**config.mk**
```make
export PLATFORM = sky130hd
export DESIGN_NAME = seg7_scan_ctrl
export DESIGN_NICKNAME = d
export VERILOG_FILES = /design/src/rtl/seg7_scan_ctrl.sv
export SDC_FILE = /design/constraint.sdc
export NUM_CORES = 1
export LEC_CHECK = 0
export ABC_AREA = 1
export CAP_MARGIN = 25
export CORE_MARGIN = 2
export CORE_UTILIZATION = 35
export CTS_CLUSTER_DIAMETER = 40
export DETAILED_ROUTE_END_ITERATION = 16
export GPL_ROUTABILITY_DRIVEN = 0
export SLEW_MARGIN = 40
export SYNTH_ARGS = -nofsm -noshare
export SYNTH_HDL_FRONTEND = slang
export SYNTH_SLANG_ARGS = --single-unit
```
**constraint.sdc**
```tcl
create_clock -name clk -period 4.25 [get_ports clk]
set_input_delay 1.0625 -clock clk [delete_from_list [all_inputs] [get_ports clk]]
set_output_delay 1.0625 -clock clk [all_outputs]
set_load 0.02 [all_outputs]
```
**src/rtl/seg7_scan_ctrl.sv**
```systemverilog
// 8-digit 7-segment scan controller: one digit per slot, presented as {seg, sel}
// for the HC595 driver, with the display value latched once per frame.
module seg7_scan_ctrl #(
  parameter int CLK_FREQ  = 50_000_000,
  parameter int SCAN_FREQ = 1000
) (
  input  logic        clk,
  input  logic        rst_n,
  input  logic        en,
  input  logic [31:0] disp_data,
  input  logic [7:0]  digit_en,
  input  logic [7:0]  dp,
  output logic [7:0]  seg,
  output logic [7:0]  sel,
  output logic [15:0] out_data,
  output logic        frame_done
);

  localparam int DIV = CLK_FREQ / SCAN_FREQ;
  localparam int CW  = (DIV > 2) ? $clog2(DIV) : 1;
  localparam logic [CW-1:0] CNT_LAST = CW'(DIV - 1);

  logic [CW-1:0] cnt_q, cnt_d;
  logic [2:0]    idx_q, idx_d;
  logic [31:0]   shadow_data_q, shadow_data_d;
  logic [7:0]    shadow_en_q, shadow_en_d;
  logic [7:0]    shadow_dp_q, shadow_dp_d;
  logic [7:0]    seg_q, seg_d;
  logic [7:0]    sel_q, sel_d;
  logic          frame_done_q, frame_done_d;

  logic          tick;
  logic          latch;
  logic [2:0]    idx_nxt;
  logic [31:0]   src_data;
  logic [7:0]    src_en;
  logic [7:0]    src_dp;
  logic [3:0]    nib;

  function automatic logic [6:0] hexcode(input logic [3:0] h);
    logic [6:0] c;
    case (h)
      4'h0: c = 7'h40;  4'h1: c = 7'h79;  4'h2: c = 7'h24;  4'h3: c = 7'h30;
      4'h4: c = 7'h19;  4'h5: c = 7'h12;  4'h6: c = 7'h02;  4'h7: c = 7'h78;
      4'h8: c = 7'h00;  4'h9: c = 7'h10;  4'hA: c = 7'h08;  4'hB: c = 7'h03;
      4'hC: c = 7'h46;  4'hD: c = 7'h21;  4'hE: c = 7'h06;  default: c = 7'h0E;
    endcase
    return c;
  endfunction

  always_comb begin
    tick    = en && (cnt_q == CNT_LAST);
    idx_nxt = (idx_q == 3'd7) ? 3'd0 : idx_q + 3'd1;
    latch   = tick && (idx_nxt == 3'd0);

    // Digit 0 of a new frame is built from the inputs being latched on this edge
    src_data = latch ? disp_data : shadow_data_q;
    src_en   = latch ? digit_en  : shadow_en_q;
    src_dp   = latch ? dp        : shadow_dp_q;
    nib      = src_data[{idx_nxt, 2'b00} +: 4];

    cnt_d         = cnt_q;
    idx_d         = idx_q;
    shadow_data_d = shadow_data_q;
    shadow_en_d   = shadow_en_q;
    shadow_dp_d   = shadow_dp_q;
    seg_d         = seg_q;
    sel_d         = sel_q;
    frame_done_d  = 1'b0;

    if (!en) begin
      cnt_d = '0;
      idx_d = 3'd7;
      seg_d = 8'hFF;
      sel_d = 8'h00;
    end else begin
      cnt_d        = tick ? '0 : cnt_q + CW'(1);
      frame_done_d = latch;
      if (tick) begin
        idx_d = idx_nxt;
        if (latch) begin
          shadow_data_d = disp_data;
          shadow_en_d   = digit_en;
          shadow_dp_d   = dp;
        end
        if (src_en[idx_nxt]) begin
          sel_d = 8'b1 << idx_nxt;
          seg_d = {~src_dp[idx_nxt], hexcode(nib)};
        end else begin
          sel_d = 8'h00;
          seg_d = 8'hFF;
        end
      end
    end
  end

  always_ff @(posedge clk) begin
    if (!rst_n) begin
      cnt_q         <= '0;
      idx_q         <= 3'd7;
      shadow_data_q <= '0;
      shadow_en_q   <= '0;
      shadow_dp_q   <= '0;
      seg_q         <= 8'hFF;
      sel_q         <= 8'h00;
      frame_done_q  <= 1'b0;
    end else begin
      cnt_q         <= cnt_d;
      idx_q         <= idx_d;
      shadow_data_q <= shadow_data_d;
      shadow_en_q   <= shadow_en_d;
      shadow_dp_q   <= shadow_dp_d;
      seg_q         <= seg_d;
      sel_q         <= sel_d;
      frame_done_q  <= frame_done_d;
    end
  end

  assign seg        = seg_q;
  assign sel        = sel_q;
  assign out_data   = {seg_q, sel_q};
  assign frame_done = frame_done_q;

endmodule

```
* After elaboration in Yosys (flattened, before gate mapping)
Memory sizes are Yosys's and may differ from the RTL's.
Cells that the tools add are included.
** Word-level totals
- ROM bits :: 112
- Word-level logic and storage cells :: 35
- Register bits after elaboration :: 84
- Memories kept :: 1
- Bits of input ports :: 51
- Output and inout bits :: 33
** Operators by class
- Shifts and indexed selects :: 2
- Bitwise operators :: 3
- Mux-type cells :: 10
- Reductions and logical operators :: 6
- $add $sub $neg :: 2
- Eq/ne operators :: 2
- Order comparisons :: 1
** Memory list
- (name not given) :: words 16, width 7, read ports 1, clocked after memory_dff 0, write ports 0, line 42 : case (h)
** Operator list (number)
- $mux W32 :: 1
- $mux W8 :: 4
- $shiftx A32 B6 Y4 :: 1
- $add A16 B1 Y16 const B :: 1
- $eq A16 B16 Y1 const B :: 1
- $shl A1 B3 Y8 const A :: 1
- $bmux W1 S3 :: 2
- $lt A3 B4 Y1 const B :: 1
- $reduce_and A2 Y1 :: 2
- $add A3 B1 Y3 const B :: 1
- $eq A3 B3 Y1 const B :: 1
- $logic_not A3 Y1 :: 1
- $mux W3 :: 1
- $not A1 Y1 :: 3
- $reduce_or A3 Y1 :: 1
- $logic_and A1 B1 Y1 :: 2
- $mux W1 :: 2

* Logic depth before layout (Yosys ltp)
Gate-level depths: netlist of the first run.
- Depth after elaboration :: 9
- Depth in mapped cells :: 21
- Depth with buffers taken out :: 19

* Worst setup path before layout of the first run
Ideal clock, no wire load.
- Path type :: input-to-reg
- Start point :: input en
- End point :: register seg_q[3], in the netlist seg[3]
- Setup time :: 109 ps
- Path buffers :: 2
- Arrival :: 2825 ps
- Setup slack :: 1316 ps
- Stages on the path :: 18
- Cell sequence :: nand2_1 > nor2_1 > nand4_4 > buf_4 > buf_6 > nand2_1 > nand3_1 > nand3_1 > nand3_1 > nand2_1 > inv_1 > ha_1 > nand3_1 > nand2_1 > nand2_1 > nand3_1 > nand2_1 > inv_1
** Between the ends
- Cells in the longest elaborated chain, start to end :: 6
- Elaborated cells between the ends (all ways) :: 10
- Those cells by class :: 1 x shift; 5 x mux; 3 x reduce/logical; 1 x memory
** RTL lines
- start, declared :: line 9 : input logic en,
- $logic_and A1 B1 Y1 :: line 52 : tick = en && (cnt_q == CNT_LAST);
- $logic_and A1 B1 Y1 :: line 54 : latch = tick && (idx_nxt == 3'd0);
- $mux W32 / $mux W8 (equally long branches)
- $shiftx A32 B6 Y4 / $bmux W1 S3 (equally long branches) :: line 60, 86
- $mem_v2 Z16 W7 / $mux W1 (equally long branches)
- $mux W8 :: line 86 : if (src_en[idx_nxt]) begin
- end signal, assigned :: line 113 : seg_q <= seg_d;
- end, declared :: line 28 : logic [7:0] seg_q, seg_d;
Several ways; a longest one is shown, not always the timed one. The select of a mux whose other input is x is not followed.
A chain may end at the register's enable or synchronous reset.

* Final worst setup path of the first run
- Start point :: input en
- End point :: register seg_q[0], in the netlist seg[0]
The elaborated chain is that of the path after synthesis.

==> results.tsv, run 1 <==
metric	value	unit
actual slew at the worst max-slew pin	707	ps
PwrDens	314	nW/um^2
CTS Buf Count	9	
final antenna-violating net count	0	
Setup crit end kind	flop	
core area	11500	um^2
share of layout cells above drive strength 1	0.0627	
FF+latch count, synth	84	
Detailed Place HPWL	7380	um
crit path kind	input port to flop	
TNS Setup	0	ps
Port Buf Inserts	83	
synthesized area	4140	um^2
DR iter-0 viols	194	
fin. max-slew vios	0	
htree depth	3	
clock skew	12.8	ps
Initial Util	0.361	
Slew headroom	0.528	
antenna cell count	0	
Hold Buf Count CTS	0	
top cells by area, synth	dfxtp_1 41%, nand2_1 13%, nand3_1 11%, a21oi_1 5.4%, nor2_1 5.0%	
largest net degree at the start of global routing	53	
NumNets Final	713	
first-pass GRT wire length	17300	um
Period Utilization, post-route	0.815	
via count	3876	
Yosys top cell area share	0.406	
Achievable Freq	289	MHz
Non-Filler Instances	797	
WP data arrival	3690	ps
worst ir drop on vdd	0.000168	V
gr usage total	0.166	
setup slack after layout	785	ps
vias in the first global route	3674	
fin crit period	3460	ps
CP Launch Type	input port	
number of remaining DRC errors	0	
Synth area leader	dfxtp_1	
cells after synthesis	588	
Hold WC Path Type	flop to flop	
M2 GR Usage	0.273	
final WL	10400	um
most used routing layer	met2	
P&R area growth vs syn	27.0	%
GRT met1 Usage	0.223	
# Max-Cap Violations	0	
DR vias/cell	4.86	
RSZ-0062 raised after global routing	no	
TritonRoute pass-1 iters	4	
sequential share of the synthesized area	0.406	
status	complete, no violations	
syn_nets	652	
CTS Buffer Depth	2	
number of warnings issued by yosys	0	
Worst-Skew Late Latency	340	ps
met3 Use GR	0.0364	
die height	113	um
I/O Pins	84	
root buffer cell	clkbuf_16	
GR Overflow Total	0	
Fin. Hold Viols	0	
pre-CTS setup slack	464	ps
maximum fanout along the worst path	28	
die width	113	um
placed insts	781	
Leak	2.12	nW
drt wl/cell	13.1	um
final setup fails	0	
CTS Sinks	84	
TritonCTS clock tree	done	
Netlist cell types	35	
initial antenna violation count	0	
die area	12700	um^2
Clock transition at path regs	60	ps
fillers	1180	
post_cts resized	0	
Cell Rows	39	
Post-CTS Setup Inserts	0	
syn_area_per_cell	7.05	um^2
Req. time, crit path	4480	ps
[synth_stat cells (all sizes together)]
| master | number |
|---|---|
| nand2 | 150 |
| nand3 | 92 |
| dfxtp | 84 |
| nor2 | 59 |
| inv | 49 |
| a21oi | 45 |
| buf | 31 |
| o21ai | 18 |
| ha | 13 |
| or2 | 12 |
| clkbuf | 9 |
| nor3 | 7 |
| a31oi | 3 |
| o211ai | 3 |
| a22oi | 2 |
| mux2i | 2 |
| o31ai | 2 |
| xor2 | 2 |
| and3 | 1 |
| clkinv | 1 |
| nand4 | 1 |
| nor3b | 1 |
| xnor2 | 1 |
[kinds of logic after synthesis]
| logic type | synth area share |
|---|---|
| AOI/OAI and AO/OA | 0.0933 |
| muxes | 0.00483 |
| DFF | 0.406 |
| adders and majority gates | 0.0393 |
| and+or+nand+nor | 0.343 |
| xor gates and xnor gates | 0.00634 |
| buffers and inverters | 0.107 |
[sequential cells by signal, summed over array words and instances (netlist names)]
| register | flops |
|---|---|
| shadow_data_q | 32 |
| cnt_q | 16 |
| idx_q | 3 |
| sel | 8 |
| shadow_dp_q | 8 |
| shadow_en_q | 8 |
| seg | 8 |
| frame_done | 1 |
[per-layer routing]
| metal | share of wire | routed length [um] |
|---|---|---|
| met1 | 0.47 | 4920 |
| met2 | 0.47 | 4910 |
| met3 | 0.052 | 540 |
| met4 | 0.0078 | 81 |
| met5 | 0 | 0 |
[where the power goes]
| part | switching (mW) | internal (mW) |
|---|---|---|
| Combinational | 0.0233 | 0.0433 |
| Sequential | 0.000624 | 0.788 |
| Clock | 0.320 | 0.476 |
| Total | 0.343 | 1.31 |
[worst max-delay path, cell delays in order]
cell,delay [ps]
clkdlybuf4s50_1,480
nand2_1,60
nor2_1,220
nand4_4,130
inv_2,400
nand2_1,150
nand3_1,100
nand3_1,80
nand3_1,90
nand2_1,170
ha_1,270
inv_1,90
nand3_1,100
nand3_1,100
nand3_1,80
nand2_1,60
inv_1,30
[layout by cell type, fill, tap and decap left out, drive strengths merged]
master,count
nand2,150
nand3,92
dfxtp,84
clkdlybuf4s50,83
nor2,59
inv,49
a21oi,45
o21ai,18
ha,13
or2,12
clkbuf,10
nor3,7
buf,7
clkinv,6
o211ai,3
a31oi,3
mux2i,2
o31ai,2
xor2,2
a22oi,2
nand4,1
and3,1
xnor2,1
nor3b,1
bufinv,1
[final timing paths]
kind | start | slack (ps) | cells after the start | end
setup / recovery | en | 790 | 17 | seg[0]
hold / removal | cnt_q[0] | 450 | 1 | cnt_q[0]
setup reg to reg | idx_q[0] | 890 | 17 | seg[0]
hold reg to reg | cnt_q[0] | 450 | 1 | cnt_q[0]
[layout make-up]
class                           count  area [um^2]  share of cell area
Timing Repair Buffer               90          883               0.168
Inverter                           50          188              0.0357
Clock inverter                      6         73.8              0.0140
Clock buffer                       10          239              0.0454
Tap cell                          143          179              0.0340
Sequential cell                    84         1680               0.320
Multi-Input combinational cell    414         2020               0.384
[metrics by stage]
step,hold slack (ps),instance area (um^2),utilization,power (mW)
finish,449,5260,0.459,1.65
global route,488,5260,0.459,1.72
CTS,453,5260,0.459,1.67
detailed placement,439,4950,0.432,0.874
global placement,429,4950,0.432,0.874
floorplan,418,4140,-,0.820
(Power assumes the default switching activity.)
==> inputs of run 2 (changes only) <==
clock period = 3.2 ns   (was 4.25 ns; I/O delays follow)
==> results.tsv, run 2 (synthesized netlist as in run 1, its figures left out) <==
metric	value	unit	change
WP data arrival	3140	ps	was 3690 ps
Setup crit end kind	flop		unchanged
Hold Buf Count CTS	0		unchanged
DR iter-0 viols	281		was 194
die width	113	um	unchanged
CTS Buffer Depth	2		unchanged
P_sw	446	uW	was 343 uW
PwrDens	401	nW/um^2	was 314 nW/um^2
first-pass GRT wire length	17400	um	was 17300 um
crit path kind	input port to flop		unchanged
share of layout cells above drive strength 1	0.0781		was 0.0627
core area	11500	um^2	unchanged
die height	113	um	unchanged
Crit. Startpoint	en		unchanged
actual slew at the worst max-slew pin	522	ps	was 707 ps
P&R area growth vs syn	29.5	%	was 27.0%
storage element area	1680	um^2	unchanged
sw frac	0.207		was 0.208
Initial Util	0.361		unchanged
commonest cells after routing, fill and taps aside	147 x nand2_1, 90 x nand3_1, 84 x dfxtp_1, 83 x clkdlybuf4s50_1, 54 x nor2_1		was 147 x nand2_1, 90 x nand3_1, 84 x dfxtp_1, 83 x clkdlybuf4s50_1, 55 x nor2_1
Hold Worst Slack	449	ps	about the same
DR vias/cell	4.82		was 4.86
vias in the first global route	3589		was 3674
worst ir drop on vdd	0.000208	V	was 0.000168 V
combinational power share	0.042		was 0.040
clock skew	5.66	ps	was 12.8 ps
Leak	2.18	nW	was 2.12 nW
Layout Utilization	0.468		was 0.459
via count	3902		was 3876
die area	12700	um^2	unchanged
fin. max-slew vios	0		unchanged
final setup fails	0		unchanged
clock share of power	0.471		was 0.482
Sequential Power Share	0.487		was 0.478
Achievable Freq	344	MHz	
# Max-Cap Violations	0		unchanged
Cell Rows	39		unchanged
I/O Pins	84		unchanged
antenna cell count	0		unchanged
largest net degree at the start of global routing	49		was 53
Slew headroom	0.652		was 0.528
top flop regs	shadow_data_q x32, cnt_q x16		unchanged
Period Utilization, post-route	0.908		
fillers	1133		was 1180
max reg flops	32		unchanged
CP Launch Type	input port		unchanged
Port Buf Inserts	83		unchanged
RSZ-0062 raised after global routing	no		unchanged
htree depth	3		unchanged
area of the multi-input gates	2030	um^2	was 2020 um^2
CTS Buf Count	9		unchanged
root buffer cell	clkbuf_16		unchanged
post-layout total power	2.15	mW	was 1.65 mW
fin crit period	2910	ps	
final antenna-violating net count	0		unchanged
TritonCTS clock tree	done		unchanged
Detailed Place HPWL	7730	um	was 7380 um
Hold WC Path Type	flop to flop		unchanged
GR Overflow Total	0		unchanged
TritonRoute pass-1 iters	4		unchanged
Worst-Skew Late Latency	330	ps	was 340 ps
drt wl/cell	13.0	um	was 13.1 um
final WL	10500	um	was 10400 um
gr usage total	0.169		was 0.166
maximum fanout along the worst path	30		was 28
commonest non-fill, non-tap cell in the layout	nand2_1		unchanged
initial antenna violation count	0		unchanged
RR Startpoint	idx_q[0]		unchanged
Fin. Hold Viols	0		unchanged
status	complete, no violations		unchanged
NumNets Final	726		was 713
Int Power	1.71	mW	was 1.31 mW
CTS Sinks	84		unchanged
HP Start	cnt_q[0]		unchanged
Largest Register	shadow_data_q		unchanged
number of remaining DRC errors	0		unchanged
Clock transition at path regs	60	ps	about the same
Req. time, crit path	3440	ps	was 4480 ps
run 2: changes by cell type in the layout (fill, tap and decap cells not counted), sizes merged:
cell	before	now
buf	7	20
clkinv	6	3
clkinvlp	0	1
clkbuf	10	11
run 2: worst paths after layout:
kind	slack, ps	to	cells past startpoint
worst max-delay path	290	seg[3]	18
worst min-delay path	450	cnt_q[0]	1
worst max register to register	370	seg[3]	18
worst min register to register	450	cnt_q[0]	1
run 2: stage by stage:
step / cell area (um^2) / worst slack [ps] / cells / TNS (ps)
after floorplan: 4140 / 523 / 588 / 0
after global placement: 5070 / -59.9 / 794 / -148
after detailed placement: 5070 / -112 / 794 / -452
after CTS: 5360 / 224 / 809 / 0
after global routing: 5360 / 12.3 / 809 / 0
final: 5360 / 294 / 809 / 0
run 2: worst max-delay path, cell delays in order:
cell	delay, ps
clkdlybuf4s50_1	480
nand2_1	70
nor2_2	160
nand4_4	140
buf_12	190
nand2_1	80
nand3_1	90
nand3_1	100
nand3_1	70
nand2_1	190
inv_1	120
ha_1	230
nand3_1	120
nand2_1	70
nand2_1	50
nand3_1	70
nand2_1	60
inv_1	30
run 2: power by group through the flow:
stage,clock [mW],combinational [mW],sequential (mW)
2_1_floorplan,0,0.0186,1.07
3_3_place_gp,0,0.0900,1.07
3_5_place_dp,0,0.0901,1.07
4_1_cts,1.04,0.0904,1.05
5_1_grt,1.08,0.0958,1.05
6_report,1.01,0.0900,1.05
run 2: final cells by class:
cell class | count | share of cell area
flip-flops and latches | 84 | 0.314
clock inverters | 4 | 0.00956
clock buffers | 11 | 0.0434
inverters | 50 | 0.0350
well taps | 143 | 0.0334
repair buffers | 103 | 0.188
multi-input cells | 414 | 0.378
run 2: routing by layer:
layer	GRT usage	routed length, um	vias to the layer above
met2	0.261	4780	96
li1	-	-	2030
met5	0	0	-
met4	0.0528	112	0
met1	0.235	5120	1766
met3	0.0364	468	10
run 2: what timing repair did:
item                       CTS  global route
buffers inserted             0             0
setup endpoints to repair    0             4
gates resized for setup      0             2
